`src/rtl/vga_sync_decoder.sv`:
```
// vga_sync_decoder: registers an incoming VGA sync/blank/RGB stream, measures
// its timing against the configured geometry, locks once a full frame matches,
// and emits per-pixel coordinates and data while locked.
//
// Handshake: none. The stream is free-running at one pixel per clock. o_show_en
// qualifies o_x_cord/o_y_cord/o_rgb/o_frame_start in the same cycle, and those
// outputs are held at zero whenever o_show_en is low.
module vga_sync_decoder #(
  parameter int unsigned H_TOTAL = 800,
  parameter int unsigned H_SYNC  = 96,
  parameter int unsigned H_ACT   = 640,
  parameter int unsigned V_TOTAL = 525,
  parameter int unsigned V_SYNC  = 2,
  parameter int unsigned V_ACT   = 480
) (
  input  logic        i_clk_25M,
  input  logic        i_rst,
  input  logic        i_hs,
  input  logic        i_vs,
  input  logic        i_blank_n,
  input  logic [23:0] i_rgb,
  output logic        o_locked,
  output logic        o_show_en,
  output logic [9:0]  o_x_cord,
  output logic [9:0]  o_y_cord,
  output logic [23:0] o_rgb,
  output logic        o_frame_start,
  output logic        o_err,
  output logic [7:0]  o_err_cnt,
  output logic [1:0]  o_dbg_state
);

  typedef enum logic [1:0] {
    ST_SEARCH  = 2'd0,
    ST_MEASURE = 2'd1,
    ST_LOCKED  = 2'd2
  } state_t;

  state_t      state;

  logic        s1_hs, s1_vs, s1_blank;
  logic [23:0] s1_rgb;
  logic        hs_d, vs_d;

  logic [9:0]  h_cnt, v_cnt, act_cnt, act_lines;
  logic        hs_armed;

  logic        hs_fall, hs_rise, vs_fall, vs_rise;
  logic        line_had_act;
  logic [10:0] lines_sum;
  logic [9:0]  lines_done, x_cur, y_cur, act_nxt, h_nxt, v_nxt;
  logic        fail_h_period, fail_h_sync, fail_h_act;
  logic        fail_v_total, fail_v_sync, fail_v_act;
  logic        err_any, show;

  assign o_dbg_state = state;

  // Stage-1 input registers plus the previous-cycle copies used for edge detection.
  always_ff @(posedge i_clk_25M) begin
    if (i_rst) begin
      s1_hs    <= 1'b0;
      s1_vs    <= 1'b0;
      s1_blank <= 1'b0;
      s1_rgb   <= '0;
      hs_d     <= 1'b0;
      vs_d     <= 1'b0;
    end else begin
      s1_hs    <= i_hs;
      s1_vs    <= i_vs;
      s1_blank <= i_blank_n;
      s1_rgb   <= i_rgb;
      hs_d     <= s1_hs;
      vs_d     <= s1_vs;
    end
  end

  // Edge decode, next counter values, coordinates of the stage-1 pixel and timing checks.
  always_comb begin
    hs_fall = hs_d & ~s1_hs;
    hs_rise = ~hs_d & s1_hs;
    vs_fall = vs_d & ~s1_vs;
    vs_rise = ~vs_d & s1_vs;

    // A line ending at this HS fall counts as active if it carried any blank_n-high clock.
    line_had_act = (act_cnt != 10'd0);
    lines_sum    = {1'b0, act_lines} + {10'd0, line_had_act};
    lines_done   = lines_sum[10] ? 10'h3FF : lines_sum[9:0];

    x_cur = act_lines;
    if (vs_fall)      x_cur = 10'd0;
    else if (hs_fall) x_cur = lines_done;
    y_cur = hs_fall ? 10'd0 : act_cnt;

    act_nxt = y_cur;
    if (s1_blank && (y_cur != 10'h3FF)) act_nxt = y_cur + 10'd1;

    h_nxt = h_cnt;
    if (hs_fall)                h_nxt = 10'd0;
    else if (h_cnt != 10'h3FF)  h_nxt = h_cnt + 10'd1;

    // VS fall restarts the line count; a coincident HS fall is line 0 of the new frame.
    v_nxt = v_cnt;
    if (vs_fall)                          v_nxt = hs_fall ? 10'd1 : 10'd0;
    else if (hs_fall && v_cnt != 10'h3FF) v_nxt = v_cnt + 10'd1;

    fail_h_period = hs_fall && hs_armed && ((32'(h_cnt) + 32'd1) != H_TOTAL);
    fail_h_sync   = hs_rise && hs_armed && ((32'(h_cnt) + 32'd1) != H_SYNC);
    fail_h_act    = hs_fall && hs_armed && line_had_act && (32'(act_cnt) != H_ACT);
    fail_v_total  = vs_fall && (32'(v_cnt) != V_TOTAL);
    fail_v_sync   = vs_rise && (32'(v_cnt) != V_SYNC);
    fail_v_act    = vs_fall && (32'(lines_sum) != V_ACT);

    err_any = (state != ST_SEARCH) &&
              (fail_h_period || fail_h_sync || fail_h_act ||
               fail_v_total  || fail_v_sync || fail_v_act);

    show = (state == ST_LOCKED) && s1_blank;
  end

  // Free-running timing counters; hs_armed marks that a full line has started since measuring began.
  always_ff @(posedge i_clk_25M) begin
    if (i_rst) begin
      h_cnt     <= '0;
      v_cnt     <= '0;
      act_cnt   <= '0;
      act_lines <= '0;
      hs_armed  <= 1'b0;
    end else begin
      h_cnt     <= h_nxt;
      v_cnt     <= v_nxt;
      act_cnt   <= act_nxt;
      act_lines <= x_cur;
      if (state == ST_SEARCH) hs_armed <= vs_fall & hs_fall;
      else if (hs_fall)       hs_armed <= 1'b1;
    end
  end

  // Lock FSM: a failure always wins over the transition into LOCKED.
  always_ff @(posedge i_clk_25M) begin
    if (i_rst) begin
      state    <= ST_SEARCH;
      o_locked <= 1'b0;
    end else begin
      case (state)
        ST_SEARCH: begin
          if (vs_fall) state <= ST_MEASURE;
        end
        ST_MEASURE: begin
          if (err_any) begin
            state <= ST_SEARCH;
          end else if (vs_fall) begin
            state    <= ST_LOCKED;
            o_locked <= 1'b1;
          end
        end
        ST_LOCKED: begin
          if (err_any) begin
            state    <= ST_SEARCH;
            o_locked <= 1'b0;
          end
        end
        default: begin
          state    <= ST_SEARCH;
          o_locked <= 1'b0;
        end
      endcase
    end
  end

  // Output stage: pixel data and coordinates gated by show, error pulse and saturating count.
  always_ff @(posedge i_clk_25M) begin
    if (i_rst) begin
      o_show_en     <= 1'b0;
      o_x_cord      <= '0;
      o_y_cord      <= '0;
      o_rgb         <= '0;
      o_frame_start <= 1'b0;
      o_err         <= 1'b0;
      o_err_cnt     <= '0;
    end else begin
      o_show_en     <= show;
      o_x_cord      <= show ? x_cur : 10'd0;
      o_y_cord      <= show ? y_cur : 10'd0;
      o_rgb         <= show ? s1_rgb : 24'd0;
      o_frame_start <= show && (x_cur == 10'd0) && (y_cur == 10'd0);
      o_err         <= err_any;
      if (err_any && (o_err_cnt != 8'hFF)) o_err_cnt <= o_err_cnt + 8'd1;
    end
  end

endmodule

```
`config.mk`:
```
export PLATFORM = sky130hd
export DESIGN_NAME = vga_sync_decoder
export DESIGN_NICKNAME = d
export VERILOG_FILES = /design/src/rtl/vga_sync_decoder.sv
export SDC_FILE = /design/constraint.sdc
export NUM_CORES = 1
export LEC_CHECK = 0
export CORE_ASPECT_RATIO = 0.5
export CORE_UTILIZATION = 52
export CTS_CLUSTER_DIAMETER = 100
export DETAILED_ROUTE_END_ITERATION = 10
export PLACE_DENSITY = 0.76
export SLEW_MARGIN = 20
export SYNTH_ARGS = -nofsm -noshare
export SYNTH_HDL_FRONTEND = slang
export SYNTH_SLANG_ARGS = --single-unit
export TNS_END_PERCENT = 5
```
`constraint.sdc`:
```
create_clock -name i_clk_25M -period 4.3 [get_ports i_clk_25M]
set_input_delay 0.43 -clock i_clk_25M [delete_from_list [all_inputs] [get_ports i_clk_25M]]
set_output_delay 0.43 -clock i_clk_25M [all_outputs]
set_load 0.02 [all_outputs]
```
==> metrics.yaml <==
final_layout:
  diodes: 0
  drive_gt1_frac: 0.0751
  multi_input_area_um2: 2190
  fillers: 655
  seqCellArea_um2: 2560
  fin_util: 0.723
  area_delta_synth_final_pct: 30.9
  finalNetCount: 652
worst_setup_path:
  crit_chain: "nor4_1 > nand4_1 > or3_1 > ha_1 > ha_1 > a21oi_1 > o21a_1 > o21ai_0 > a2111oi_2 > o211ai_1 > nand3_1 > mux2_2"
  cp-start-kind: "register"
  path_common_cell: "ha_1"
  crit_start: "act_cnt[5]"
  crit_type: "register to register"
  slowest_delay_ps: 470
  cp.required_ps: 4590
  cp_max_fo: 6
  worst_ep_arrival_time_ps: 3710
  cp_slowest_cell: "a2111oi_2"
  endpoint_kind: "register"
  r2r-start: "act_cnt[5]"
global_route:
  grt_use_met2: 0.372
  grt_use_met3: 0.0542
  track_usage: 0.229
  top_usage_layer: "met2"
  grtUsageMet1: 0.289
  antenna_found_initial: 0
  grt-ovfl-total: 0
  grt_pass1_vias: 3685
  grt_pass1_wl_mm: 17.8
  grt_max_degree: 60
floorplan:
  rows: 24
  die_width_um: 140
  die_h_um: 70.9
  dieArea_um2: 9920
  core_area_um2: 8950
  start_util: 0.552
  ios: 87
clock_tree:
  cts_root_buf: "clkbuf_16"
  path_clk_slew_ps: 60
  cts_tree: "built"
  clock_path_buffers: 2
  ctsHtreeMaxLevel: 4
  clock_sinks: 128
  cts_made_buffers: 17
  clock_latency_ps: 410
  hold_buffers: 0
  post_cts_buffers: 0
  cts_resized: 0
synthesis:
  syn_nets: 568
  synthAdderAreaFrac: 0.0228
  ys_seq_elements: 128
  synthXorXnorAreaFrac: 0.0443
  synth_simple_gate_area_frac: 0.271
  synth_cell_types: 55
  synth_top_area_frac: 0.518
  synth_compound_area_frac: 0.0977
  yosys_warnings: 0
  synthFlopType: "dfxtp_1"
  synth-seq-area-share: 0.518
  synthMuxAreaShare: 0.00633
  syn_area_um2: 4940
  synthArstFlopShare: 0
  avgSynthCellArea_um2: 9.32
  yosys-top-cells-area: "dfxtp_1 (52%), nor2_1 (4.4%), nor2b_1 (4.3%)"
  synth_top_family_by_area: "simple AND/OR/NAND/NOR gates"
  synth_edf_count: 0
  yosysTopAreaCell: "dfxtp_1"
  syn_inst: 530
placed_design:
  gp_congestion: 0.920
  dp_slack_ps: 933
  dp_hpwl_mm: 7.00
  portBuffers: 86
timing:
  min_period_ps: 3420
  final_hold_viol_count: 0
  setup_viol: 0
  whs_ps: 401
  max_slew_margin: 0.450
  timing.final.max_slew_violations: 0
  setup_tns_ps: 0
  worst_slack_ps: 884
  worst_slew_pin_slew_ps: 817
  rsz0062_at_grt: "false"
  fmax_mhz: 293
  finClkSkew_ps: 6.86
  fin_crit_sh: 0.794
drt:
  post_drt_wl_per_cell_um: 14.5
  drc: 0
  drt-total-wl_mm: 10.8
  vias: 4017
  ant_nets: 0
  vias_per_cell: 5.41
  drt_iter0_drc: 274
  dr.pass1.iters: 5
pwr:
  ir_drop_uv: 280
  p_leak_nw: 2.39
  power_mw: 2.79
  power_density_nw_per_um2: 431
min_path:
  hold_path_class: "primary input to register"
  min_from: "i_rst"
status:
  outcome: "complete, no violations"
run:
  maxCapViolations: 0
-- per-stage QoR --
stage                     area, um2  cells
final                          6470    743
after global routing           6470    743
after CTS                      6470    743
after floorplan                4940    530
after detailed placement       5860    712
after global placement         5860    712
-- worst paths after layout --
check / cells after the start / slack [ps] / end
min reg2reg: 1 / 420 / o_rgb[15]
min: 3 / 400 / h_cnt[9]
max reg2reg: 12 / 880 / o_err_cnt[2]
max: 12 / 880 / o_err_cnt[2]
-- metal layers --
| metal | part of all wire | vias to the layer above |
|---|---|---|
| met5 | 0 | - |
| met4 | 0.026 | 0 |
| met3 | 0.057 | 34 |
| met2 | 0.45 | 140 |
| met1 | 0.47 | 1846 |
| li1 | - | 1997 |
-- critical path: cells and delay by family, from the launching register on --
family | cells | cell delay (ps)
AND/OR/NAND/NOR | 4 | 1040
flip-flops | 1 | 340
multiplexers | 1 | 330
AO/OA/AOI/OAI | 5 | 1050
adder cells (fa/ha/maj) | 2 | 540
-- cell type report --
class | instances | share of cell area
inverters | 20 | 0.0116
flip-flops and latches | 128 | 0.396
clock inverters | 12 | 0.0249
repair buffers | 90 | 0.137
multi-input cells | 357 | 0.338
well taps | 117 | 0.0226
clock buffers | 19 | 0.0700
-- logic make-up after synthesis --
kind of cell | count (synthesis)
AO/OA/AOI/OAI | 70
XOR/XNOR | 25
adder cells (fa/ha/maj) | 9
buffers and inverters | 45
flip-flops | 128
multiplexers | 3
AND/OR/NAND/NOR | 250
-- state kept, by name, indices dropped and copies added (netlist names), 2 cells and up --
signal and count:
o_y_cord 10, o_rgb 24, h_cnt 10, o_err_cnt 8, act_cnt 10, o_x_cord 10
act_lines 10, s1_rgb 24, o_dbg_state 2, v_cnt 10
-- power by group --
part | leakage (nW) | switching (mW) | internal, mW
Sequential | 1.04 | 0.0119 | 1.21
Combinational | 1.06 | 0.0528 | 0.0487
Clock | 0.291 | 0.525 | 0.941
-- cell usage after synthesis, drive strengths merged (2+ instances only) --
master / n
o22ai: 2
buf: 11
xor2: 12
o21ai: 10
o31a: 2
a211o: 4
xnor2: 13
and3: 10
nor4: 3
nor2: 58
clkbuf: 14
o31ai: 5
or4: 5
o21a: 2
nand2: 30
nor2b: 34
or2: 3
ha: 9
nor3: 17
inv: 20
dfxtp: 128
or3: 6
a2111oi: 2
nand2b: 3
o211ai: 6
nor4b: 2
mux2i: 2
and4: 6
a21oi: 24
nand4: 21
a211oi: 3
and2: 27
nand3: 20
o2111a: 2
-- cells in the final DEF, fill, tap and decap left out, types with 3 or more instances in the layout --
cell type and instances:
and3_1 9, clkinvlp_4 3, nand2b_1 3, nor2_1 58, nand2_1 30, nand3_1 20, or3_1 6, and4_1 4
a21oi_1 24, o211ai_1 6, o21ai_0 10, a211oi_1 3, o31ai_1 5, clkdlybuf4s50_1 85, inv_1 20, or4_1 5
nor3_1 17, a211o_1 4, dfxtp_1 128, bufinv_16 3, nor4_1 3, xnor2_1 13, xor2_1 12, ha_1 9
clkbuf_16 17, clkinv_4 5, or2_2 3, and2_1 26, buf_4 4, nor2b_1 34, nand4_1 21
No activity file was read; power rests on OpenSTA's default activity.
